`src/rtl/uart_fifo_tx_pkg.sv`:
```
// Shared UART definitions: state encodings, default bit period and the counter-width helper.
// Imported by the transmitter, its baud counter and the matching receiver.
package uart_fifo_tx_pkg;

  localparam int CLKS_PER_BIT_DEFAULT = 217;

  typedef enum logic [2:0] {
    IDLE   = 3'd0,
    LOAD   = 3'd1,
    START  = 3'd2,
    DATA   = 3'd3,
    STOP   = 3'd4,
    PARITY = 3'd5
  } uart_state_e;

  function automatic int cnt_width(input int n);
    return (n <= 2) ? 1 : $clog2(n);
  endfunction

endpackage

```
`src/rtl/uart_fifo_tx_if.sv`:
```
// FIFO read port between the echo FIFO and the UART transmitter.
// master = consumer issuing the pop strobe, slave = FIFO presenting the word at the read pointer.
interface uart_fifo_tx_if #(
  parameter int DATA_BITS = 8
);
  logic                 fifo_empty;
  logic [DATA_BITS-1:0] fifo_data;
  logic                 fifo_re;

  modport master (input fifo_empty, input fifo_data, output fifo_re);
  modport slave  (output fifo_empty, output fifo_data, input fifo_re);
endinterface

```
`src/rtl/uart_baud_counter.sv`:
```
// Bit-period counter: counts 0..CLKS_PER_BIT-1 and flags the last cycle of each bit with tick.
// Held at zero while clear is high so the first bit after clear gets a full period.
module uart_baud_counter
  import uart_fifo_tx_pkg::*;
#(
  parameter int CLKS_PER_BIT = CLKS_PER_BIT_DEFAULT
) (
  input  logic clk,
  input  logic rst_n,
  input  logic clear,
  output logic tick
);

  localparam int           W    = cnt_width(CLKS_PER_BIT);
  localparam logic [W-1:0] LAST = W'(CLKS_PER_BIT - 1);

  logic [W-1:0] cnt;

  always_ff @(posedge clk or negedge rst_n) begin
    if (!rst_n) begin
      cnt <= '0;
    end else if (clear || cnt == LAST) begin
      cnt <= '0;
    end else begin
      cnt <= cnt + W'(1);
    end
  end

  assign tick = (cnt == LAST);

endmodule

```
`src/rtl/uart_fifo_tx.sv`:
```
// UART transmitter draining the echo FIFO: pops one word per frame and sends it LSB first.
// Define UART_TX_PARITY_EN to insert an even-parity bit between the data and stop bits.
module uart_fifo_tx
  import uart_fifo_tx_pkg::*;
#(
  parameter int CLKS_PER_BIT = CLKS_PER_BIT_DEFAULT,
  parameter int DATA_BITS    = 8,
  parameter int STOP_BITS    = 1
) (
  input  logic           clk,
  input  logic           rst_n,
  uart_fifo_tx_if.master fifo,
  input  logic           tx_enable,
  output logic           tx,
  output logic           busy,
  output logic           frame_done
);

  localparam int               BIT_W     = cnt_width(DATA_BITS);
  localparam logic [BIT_W-1:0] LAST_BIT  = BIT_W'(DATA_BITS - 1);
  localparam logic [BIT_W-1:0] LAST_STOP = BIT_W'(STOP_BITS - 1);

  uart_state_e          state, state_nx;
  logic [DATA_BITS-1:0] shift, shift_nx;
  logic [BIT_W-1:0]     bit_idx, bit_nx;
  logic                 tx_nx, done_nx, tick;

  uart_baud_counter #(.CLKS_PER_BIT(CLKS_PER_BIT)) u_baud (
    .clk   (clk),
    .rst_n (rst_n),
    .clear ((state == IDLE) || (state == LOAD)),
    .tick  (tick)
  );

`ifdef UART_TX_PARITY_EN
  logic parity, parity_nx;

  always_ff @(posedge clk or negedge rst_n) begin
    if (!rst_n) parity <= 1'b0;
    else        parity <= parity_nx;
  end
`endif

  always_ff @(posedge clk or negedge rst_n) begin
    if (!rst_n) begin
      state      <= IDLE;
      tx         <= 1'b1;
      shift      <= '0;
      bit_idx    <= '0;
      frame_done <= 1'b0;
    end else begin
      state      <= state_nx;
      tx         <= tx_nx;
      shift      <= shift_nx;
      bit_idx    <= bit_nx;
      frame_done <= done_nx;
    end
  end

  // IDLE wait | LOAD pop+capture | START line low | DATA lsb first | PARITY even | STOP line high
  always_comb begin
    state_nx = state;
    tx_nx    = tx;
    shift_nx = shift;
    bit_nx   = bit_idx;
    done_nx  = 1'b0;
`ifdef UART_TX_PARITY_EN
    parity_nx = parity;
`endif
    case (state)
      IDLE: begin
        tx_nx = 1'b1;
        if (!fifo.fifo_empty && tx_enable) state_nx = LOAD;
      end
      LOAD: begin
        shift_nx = fifo.fifo_data;
        bit_nx   = '0;
        tx_nx    = 1'b0;
        state_nx = START;
`ifdef UART_TX_PARITY_EN
        parity_nx = ^fifo.fifo_data;
`endif
      end
      START: begin
        if (tick) begin
          tx_nx    = shift[0];
          state_nx = DATA;
        end
      end
      DATA: begin
        if (tick) begin
          shift_nx = shift >> 1;
          if (bit_idx == LAST_BIT) begin
            bit_nx = '0;
`ifdef UART_TX_PARITY_EN
            tx_nx    = parity;
            state_nx = PARITY;
`else
            tx_nx    = 1'b1;
            state_nx = STOP;
`endif
          end else begin
            bit_nx = bit_idx + BIT_W'(1);
            tx_nx  = shift_nx[0];
          end
        end
      end
`ifdef UART_TX_PARITY_EN
      PARITY: begin
        if (tick) begin
          tx_nx    = 1'b1;
          state_nx = STOP;
        end
      end
`endif
      STOP: begin
        tx_nx = 1'b1;
        if (tick) begin
          if (bit_idx == LAST_STOP) begin
            bit_nx   = '0;
            done_nx  = 1'b1;
            state_nx = IDLE;
          end else begin
            bit_nx = bit_idx + BIT_W'(1);
          end
        end
      end
      default: begin
        tx_nx    = 1'b1;
        state_nx = IDLE;
      end
    endcase
  end

  assign fifo.fifo_re = (state == LOAD);
  assign busy         = (state != IDLE);

endmodule
```
`src/flat_wrapper.sv`:
```
// flat-port wrapper written by rule: the top's interface ports become plain ports
module uart_fifo_tx_flat import uart_fifo_tx_pkg::*;
#(
  parameter int CLKS_PER_BIT = CLKS_PER_BIT_DEFAULT,
  parameter int DATA_BITS    = 8,
  parameter int STOP_BITS    = 1
)
  (clk, rst_n, tx_enable, tx, busy, frame_done, fifo_fifo_empty, fifo_fifo_data, fifo_fifo_re);
  uart_fifo_tx_if #(.DATA_BITS(DATA_BITS)) fifo_i ();
  input  logic clk;
  input  logic rst_n;
  input  logic tx_enable;
  output logic tx;
  output logic busy;
  output logic frame_done;
  input wire logic [$bits(fifo_i.fifo_empty)-1:0] fifo_fifo_empty;
  input wire logic [$bits(fifo_i.fifo_data)-1:0] fifo_fifo_data;
  output wire logic [$bits(fifo_i.fifo_re)-1:0] fifo_fifo_re;
  assign fifo_i.fifo_empty = fifo_fifo_empty;
  assign fifo_i.fifo_data = fifo_fifo_data;
  assign fifo_fifo_re = fifo_i.fifo_re;
  uart_fifo_tx #(.CLKS_PER_BIT(CLKS_PER_BIT), .DATA_BITS(DATA_BITS), .STOP_BITS(STOP_BITS)) u_core (.clk(clk), .rst_n(rst_n), .fifo(fifo_i), .tx_enable(tx_enable), .tx(tx), .busy(busy), .frame_done(frame_done));
endmodule
```
`config.mk`:
```
export PLATFORM = sky130hd
export DESIGN_NAME = uart_fifo_tx_flat
export DESIGN_NICKNAME = d
export VERILOG_FILES = /design/src/rtl/uart_fifo_tx_pkg.sv /design/src/rtl/uart_fifo_tx_if.sv /design/src/rtl/uart_baud_counter.sv /design/src/rtl/uart_fifo_tx.sv /design/src/flat_wrapper.sv
export SDC_FILE = /design/constraint.sdc
export NUM_CORES = 1
export LEC_CHECK = 0
export BUFFER_PORTS_ARGS = -buffer_cell sky130_fd_sc_hd__buf_2
export CAP_MARGIN = 20
export CORE_UTILIZATION = 60
export CTS_CLUSTER_DIAMETER = 40
export DETAILED_ROUTE_END_ITERATION = 16
export GPL_TIMING_DRIVEN = 0
export PLACE_DENSITY_LB_ADDON = 0.1
export SETUP_SLACK_MARGIN = 0.1
export SLEW_MARGIN = 20
export SYNTH_ARGS = -nofsm -noshare
export SYNTH_HDL_FRONTEND = slang
export SYNTH_HIERARCHICAL = 1
export SYNTH_SLANG_ARGS = --single-unit
```
`constraint.sdc`:
```
create_clock -name clk -period 2.95 [get_ports clk]
set_clock_uncertainty 0.1 [all_clocks]
set_input_delay 0.7375 -clock clk [delete_from_list [all_inputs] [get_ports clk]]
set_output_delay 0.7375 -clock clk [all_outputs]
set_load 0.02 [all_outputs]
```
## Word level (Yosys, flattened, before mapping)

Cells that the tools add are included.

| cells by class | value |
|---|---|
| reductions and logical operators | 13 |
| eq/ne operators | 12 |
| muxes and demuxes | 22 |
| $add $sub $neg | 2 |

Operator list:

| operator | number |
|---|---|
| $mux W3 | 10 |
| $mux W8 | 2 |
| $pmux W8 S2 | 1 |
| $pmux W3 S5 | 1 |
| $ne A2 B1 Y1 const B | 5 |
| $pmux W3 S3 | 1 |
| $add A8 B1 Y8 const B | 1 |
| $eq A8 B8 Y1 const B | 1 |
| $eq A3 B2 Y1 const B | 2 |
| $eq A3 B3 Y1 const B | 2 |
| $logic_not A3 Y1 | 2 |
| $mux W1 | 6 |
| $reduce_and A6 Y1 | 1 |
| $reduce_bool A3 Y1 | 2 |
| $reduce_and A2 Y1 | 2 |
| $add A3 B1 Y3 const B | 1 |
| $eq A3 B1 Y1 const B | 1 |
| $pmux W1 S3 | 1 |
| $reduce_and A3 Y1 | 1 |
| $logic_or A1 B1 Y1 | 2 |
| $ne A2 B2 Y1 const B | 1 |
| $reduce_bool A2 Y1 | 1 |
| $logic_and A1 B1 Y1 | 1 |
| $logic_not A1 Y1 | 1 |

| storage, ports and cells | value |
|---|---|
| output and inout port bits | 4 |
| register bits after elaboration | 24 |

## Longest topological paths before layout

| depth | value |
|---|---|
| depth after elaboration | 4 |
| mapped depth | 8 |
| mapped depth without buffers | 8 |

## By module

Netlist, hierarchy kept.

Modules (own cells, without submodules):

| module | instances | sequential area each (µm²) | area an instance (µm²) | cells an instance |
|---|---|---|---|---|
| uart_fifo_tx | 1 | 401.6 | 912.1 | 98 |
| uart_baud_counter | 1 | 200.2 | 386.6 | 40 |

## Worst setup path after synthesis

No wires, ideal clock.

| path | value |
|---|---|
| path type | flip-flop to flip-flop |
| from | register u_core.u_baud.cnt[0] |
| to | register u_core.bit_idx[1] |
| setup time | 0.104 ns |
| path buffers | 1 |
| setup slack | 1.094 ns |
| data arrival time | 1.652 ns |
| data required time | 2.746 ns |
| clock period less this slack | 1.856 ns |
| cell stages (with the launch flop) | 8 |
| cells stage by stage | dfrtp_1 inv_1 ha_1 nand4bb_1 nor2_1 buf_2 o21ai_1 a221oi_1 |

| on the way | value |
|---|---|
| word-level cells in the longest chain between the ends | 3 |
| elaborated cells between the ends (all ways) | 4 |
| those cells by class | eq/ne (3); reduce/logical (1) |

Ends and longest elaborated chain:

| item | line | RTL |
|---|---|---|
| start: declaration | uart_baud_counter.sv:17 | `logic [W-1:0] cnt;` |
| start signal: assignment | uart_baud_counter.sv:25 | `cnt <= cnt + W'(1);` |
| $eq A8 B8 Y1 * | uart_baud_counter.sv:29 | `assign tick = (cnt == LAST);` |
| via u_core.tick | uart_fifo_tx.sv:26 | `logic tx_nx, done_nx, tick;` |
| $ne A2 B1 Y1 (no line) | - |  |
| $reduce_and A3 Y1 (no line) * | - |  |
| end signal: assignment | uart_fifo_tx.sv:55 | `bit_idx <= bit_nx;` |
| end: declaration | uart_fifo_tx.sv:25 | `logic [BIT_W-1:0] bit_idx, bit_nx;` |

Mark *: on every way through the listed nets, which the timed path passes. The rest lies on a longest branch.
A chain may end at the register's enable or synchronous reset.

## Worst setup path after layout

| path | value |
|---|---|
| from | register u_core.state[0] |
| to | output busy |

| on the way | value |
|---|---|
| word-level cells in the longest chain between the ends | 1 |

Ends and longest elaborated chain:

| item | line | RTL |
|---|---|---|
| start: declaration | uart_fifo_tx.sv:23 | `uart_state_e state, state_nx;` |
| start signal: assignment | uart_fifo_tx.sv:52 | `state <= state_nx;` |
| $reduce_bool A3 Y1 | uart_fifo_tx.sv:136 | `assign busy = (state != IDLE);` |
| end: declaration | flat_wrapper.sv:14 | `output logic busy;` |

Every way passes these cells.

==> results by group <==
Run status
  – Outcome: finished, final reports clean

STA
  – Final clock period utilization by the worst path: 78.38%
  – Tightest Pin Transition: 0.5805 ns
  – Min Tclk post-route: 2.312 ns
  – Headroom to the max-slew limit: 61.16%
  – Final hold violations: 0
  – Hold slack: 0.2730 ns
  – Unrepaired setup endpoints after global routing: false
  – Setup TNS: 0 ns
  – Count of final setup violators: 0
  – Peak Freq: 432.5 MHz
  – Max Slew Vio Count: 0

Cells and area
  – Number of diodes: 0
  – Number of fill cells in the layout: 167
  – Non-Filler Instances: 184
  – Util after Layout: 72.94%
  – Layout Nets: 175
  – Area of the multi-input gates: 625.6 µm²
  – Layout area overhead: 12.43%
  – FF/Latch Area: 601.8 µm²
  – Layout cell share with drive strength beyond 1: 19.75%

Clocking
  – Post-CTS Hold Buffers: 0
  – Root buffer cell: clkbuf_4
  – CTS Buf Count: 3
  – Maximum root-to-sink buffer count: 2
  – H-tree depth: 1
  – Clock latency on the worst-skew pair: 0.32 ns
  – CTS Sinks: 24
  – CTS tree: built
  – Post-CTS setup buffer count: 0
  – Clock-pin slew of the registers on the worst-case setup and hold paths: 0.13 ns
  – Post-cts sizing count: 0

Setup path
  – Reg-to-reg slack, setup: 0.70 ns
  – CP Cell Sequence: buf_2 > or3_1 > buf_2
  – Arrival time worst endpoint: 1.47 ns
  – Worst Reg2Reg Path Length in Cells: 7
  – Critical path type: reg -> out
  – Critical path's top delay family: flip-flops
  – CP endpoint kind: output port
  – Slowest CP cell: dfrtp_1
  – Startpoint Class: flip-flop
  – Required @ worst endpoint: 2.11 ns
  – Max incr delay on CP: 0.44 ns
  – CP bufs+invs: 2
  – Critical Path Most Common Cell: buf_2
  – FF-to-FF Start: u_core/u_baud/cnt[0]
  – Worst r2r dst: u_core/bit_idx[1]
  – Critical path peak fanout: 10

Yosys
  – Complex-gate fraction of the synthesized area: 21.39%
  – Cell with the most instances after synthesis: dfrtp_1
  – Top post-synthesis cells by area: dfrtp_1 (44%), o22ai_1 (7.7%), ha_1 (4.8%)
  – EDFF count, synth: 0
  – FFs w/ async S/R, synth: 100.0%
  – Yosys Warn Count: 6
  – Synth area leader: dfrtp_1
  – Fraction of the mapped netlist area in adder cells: 4.817%
  – Synth Register Bits: 24
  – Unique masters post-synth: 36
  – Post-Synth Simple-Gate Area: 19.17%
  – Multiplexer area fraction after synthesis: 0.7707%
  – Sequential element share of the synthesized area: 46.34%
  – Syn_nets: 155
  – Largest family of logic cells by synthesized area: compound AO/OA/AOI/OAI gates
  – Main synth FF type: dfrtp_1
  – XOR/XNOR Fraction of Synth Area: 2.023%
  – Avg Cell Area, Syn: 9.411 µm²
  – List of most frequent post-synthesis cells: dfrtp_1 (23), o22ai_1 (16), a21oi_1 (11), nor2_1 (11), nand2_1 (10)
  – Proportion of netlist area held by the largest area contributor: 44.32%
  – Mapped Cells: 138
  – Mapped Area: 1299 µm²

Place
  – GP Congestion: 0.8209
  – DP Wirelength: 1.834 mm
  – Number of port buffers: 15
  – Inst Count DP: 180

Floorplan
  – Die width: 48.53 µm
  – Die Height: 48.53 µm
  – Row count: 16
  – Core area: 2002 µm²
  – Io pins: 16
  – Initial Util: 64.88%
  – Die ar.: 2355 µm²

Route
  – DRT Pass-1 Iters: 4
  – Starting DRC count in detailed routing: 25
  – Vias: 1081
  – Routed len/inst: 13.89 µm
  – WL final: 2.556 mm
  – Post-DRT Antenna Nets: 0
  – Via density per instance: 5.875
  – Residual DRC: 0

Global route
  – Largest net degree at the start of global routing: 25
  – Grt ovf: 0
  – First-pass GRT wire length: 4.519 mm
  – Vias in the first global route: 1056
  – Antenna violations before repair: 0
  – Global-route usage over all layers: 25.53%

Power and ir drop
  – Worst VDD drop: 0.0005506 V
  – LEAKAGE: 0.6614 nW
  – Pwr dens: 723.8 nW/µm²

Flow run
  – Maxcap violations: 0

Worst hold path
  – Hold Path Class: in -> async
worst max path at each step:
stage | startpoint | end | slack (ns) | cells past startpoint
4_1_cts | u_core/state[0] | busy | 0.63 | 3
3_3_place_gp | u_core/u_baud/cnt[0] | u_core/bit_idx[1] | 0.86 | 7
2_1_floorplan | u_core/u_baud/cnt[0] | u_core/bit_idx[1] | 1.09 | 7
5_1_grt | u_core/u_baud/cnt[0] | u_core/bit_idx[1] | 0.54 | 7
6_report | u_core/state[0] | busy | 0.64 | 3
3_5_place_dp | u_core/u_baud/cnt[0] | u_core/bit_idx[1] | 0.74 | 7
cell families after synthesis:
group / after synthesis
and+or+nand+nor: 47
AOI/OAI and AO/OA: 43
DFF: 24
buffers and inverters: 15
adders and majority gates: 5
xor gates and xnor gates: 3
muxes: 1
layout make-up:
type                    instances  share of cell area (%)
plain buffers                   7                   2.828
clock buffers                   3                   1.542
clock inverters                 1                   2.057
inverters                       8                   2.057
multi-input cells              99                   42.84
flip-flops and latches         24                   41.22
well taps                      27                   2.314
repair buffers                 15                   5.141
sequential cells by signal, indices dropped and copies added, names as in the netlist:
signal	count
u_core/shift	8
u_core/tx	1
u_core/state	3
u_core/u_baud/cnt	8
u_core/frame_done	1
u_core/bit_idx	3
stage by stage:
stage | power [mW] | setup slack [ns] | area, µm²
after floorplan | 0.7440 | 1.094 | 1299
after global placement | 0.8061 | 0.8565 | 1408
after detailed placement | 0.8210 | 0.7376 | 1408
after CTS | 1.065 | 0.6319 | 1460
after global routing | 1.138 | 0.5377 | 1460
final | 1.057 | 0.6377 | 1460
report_power, final:
| group | leakage [nW] | switching, mW | total, mW | internal, mW |
|---|---|---|---|---|
| Sequential | 0.305 | 0.0735 | 0.480 | 0.406 |
| Clock | 0.0279 | 0.101 | 0.239 | 0.137 |
| Combinational | 0.329 | 0.184 | 0.339 | 0.154 |
| Total | 0.661 | 0.359 | 1.06 | 0.698 |
layout by cell type, fill, tap and decap left out, drive strengths merged, types with 3 or more instances in the layout:
master	instances
a21oi	11
buf	22
clkbuf	3
dfrtp	23
ha	5
inv	8
nand2	11
nand2b	5
nand3	5
nor2	11
nor2b	3
o21ai	8
o22ai	16
or3	4
per-layer routing:
metal	GRT usage (%)	vias to the layer above	routed length (µm)	share of wire (%)
met5	0	-	0	0
met4	14.22	0	88	3.4
met3	3.774	8	75	2.9
met2	43.90	24	1253	49
met1	30.64	513	1139	45
li1	-	536	-	-
(Power assumes the default switching activity.)
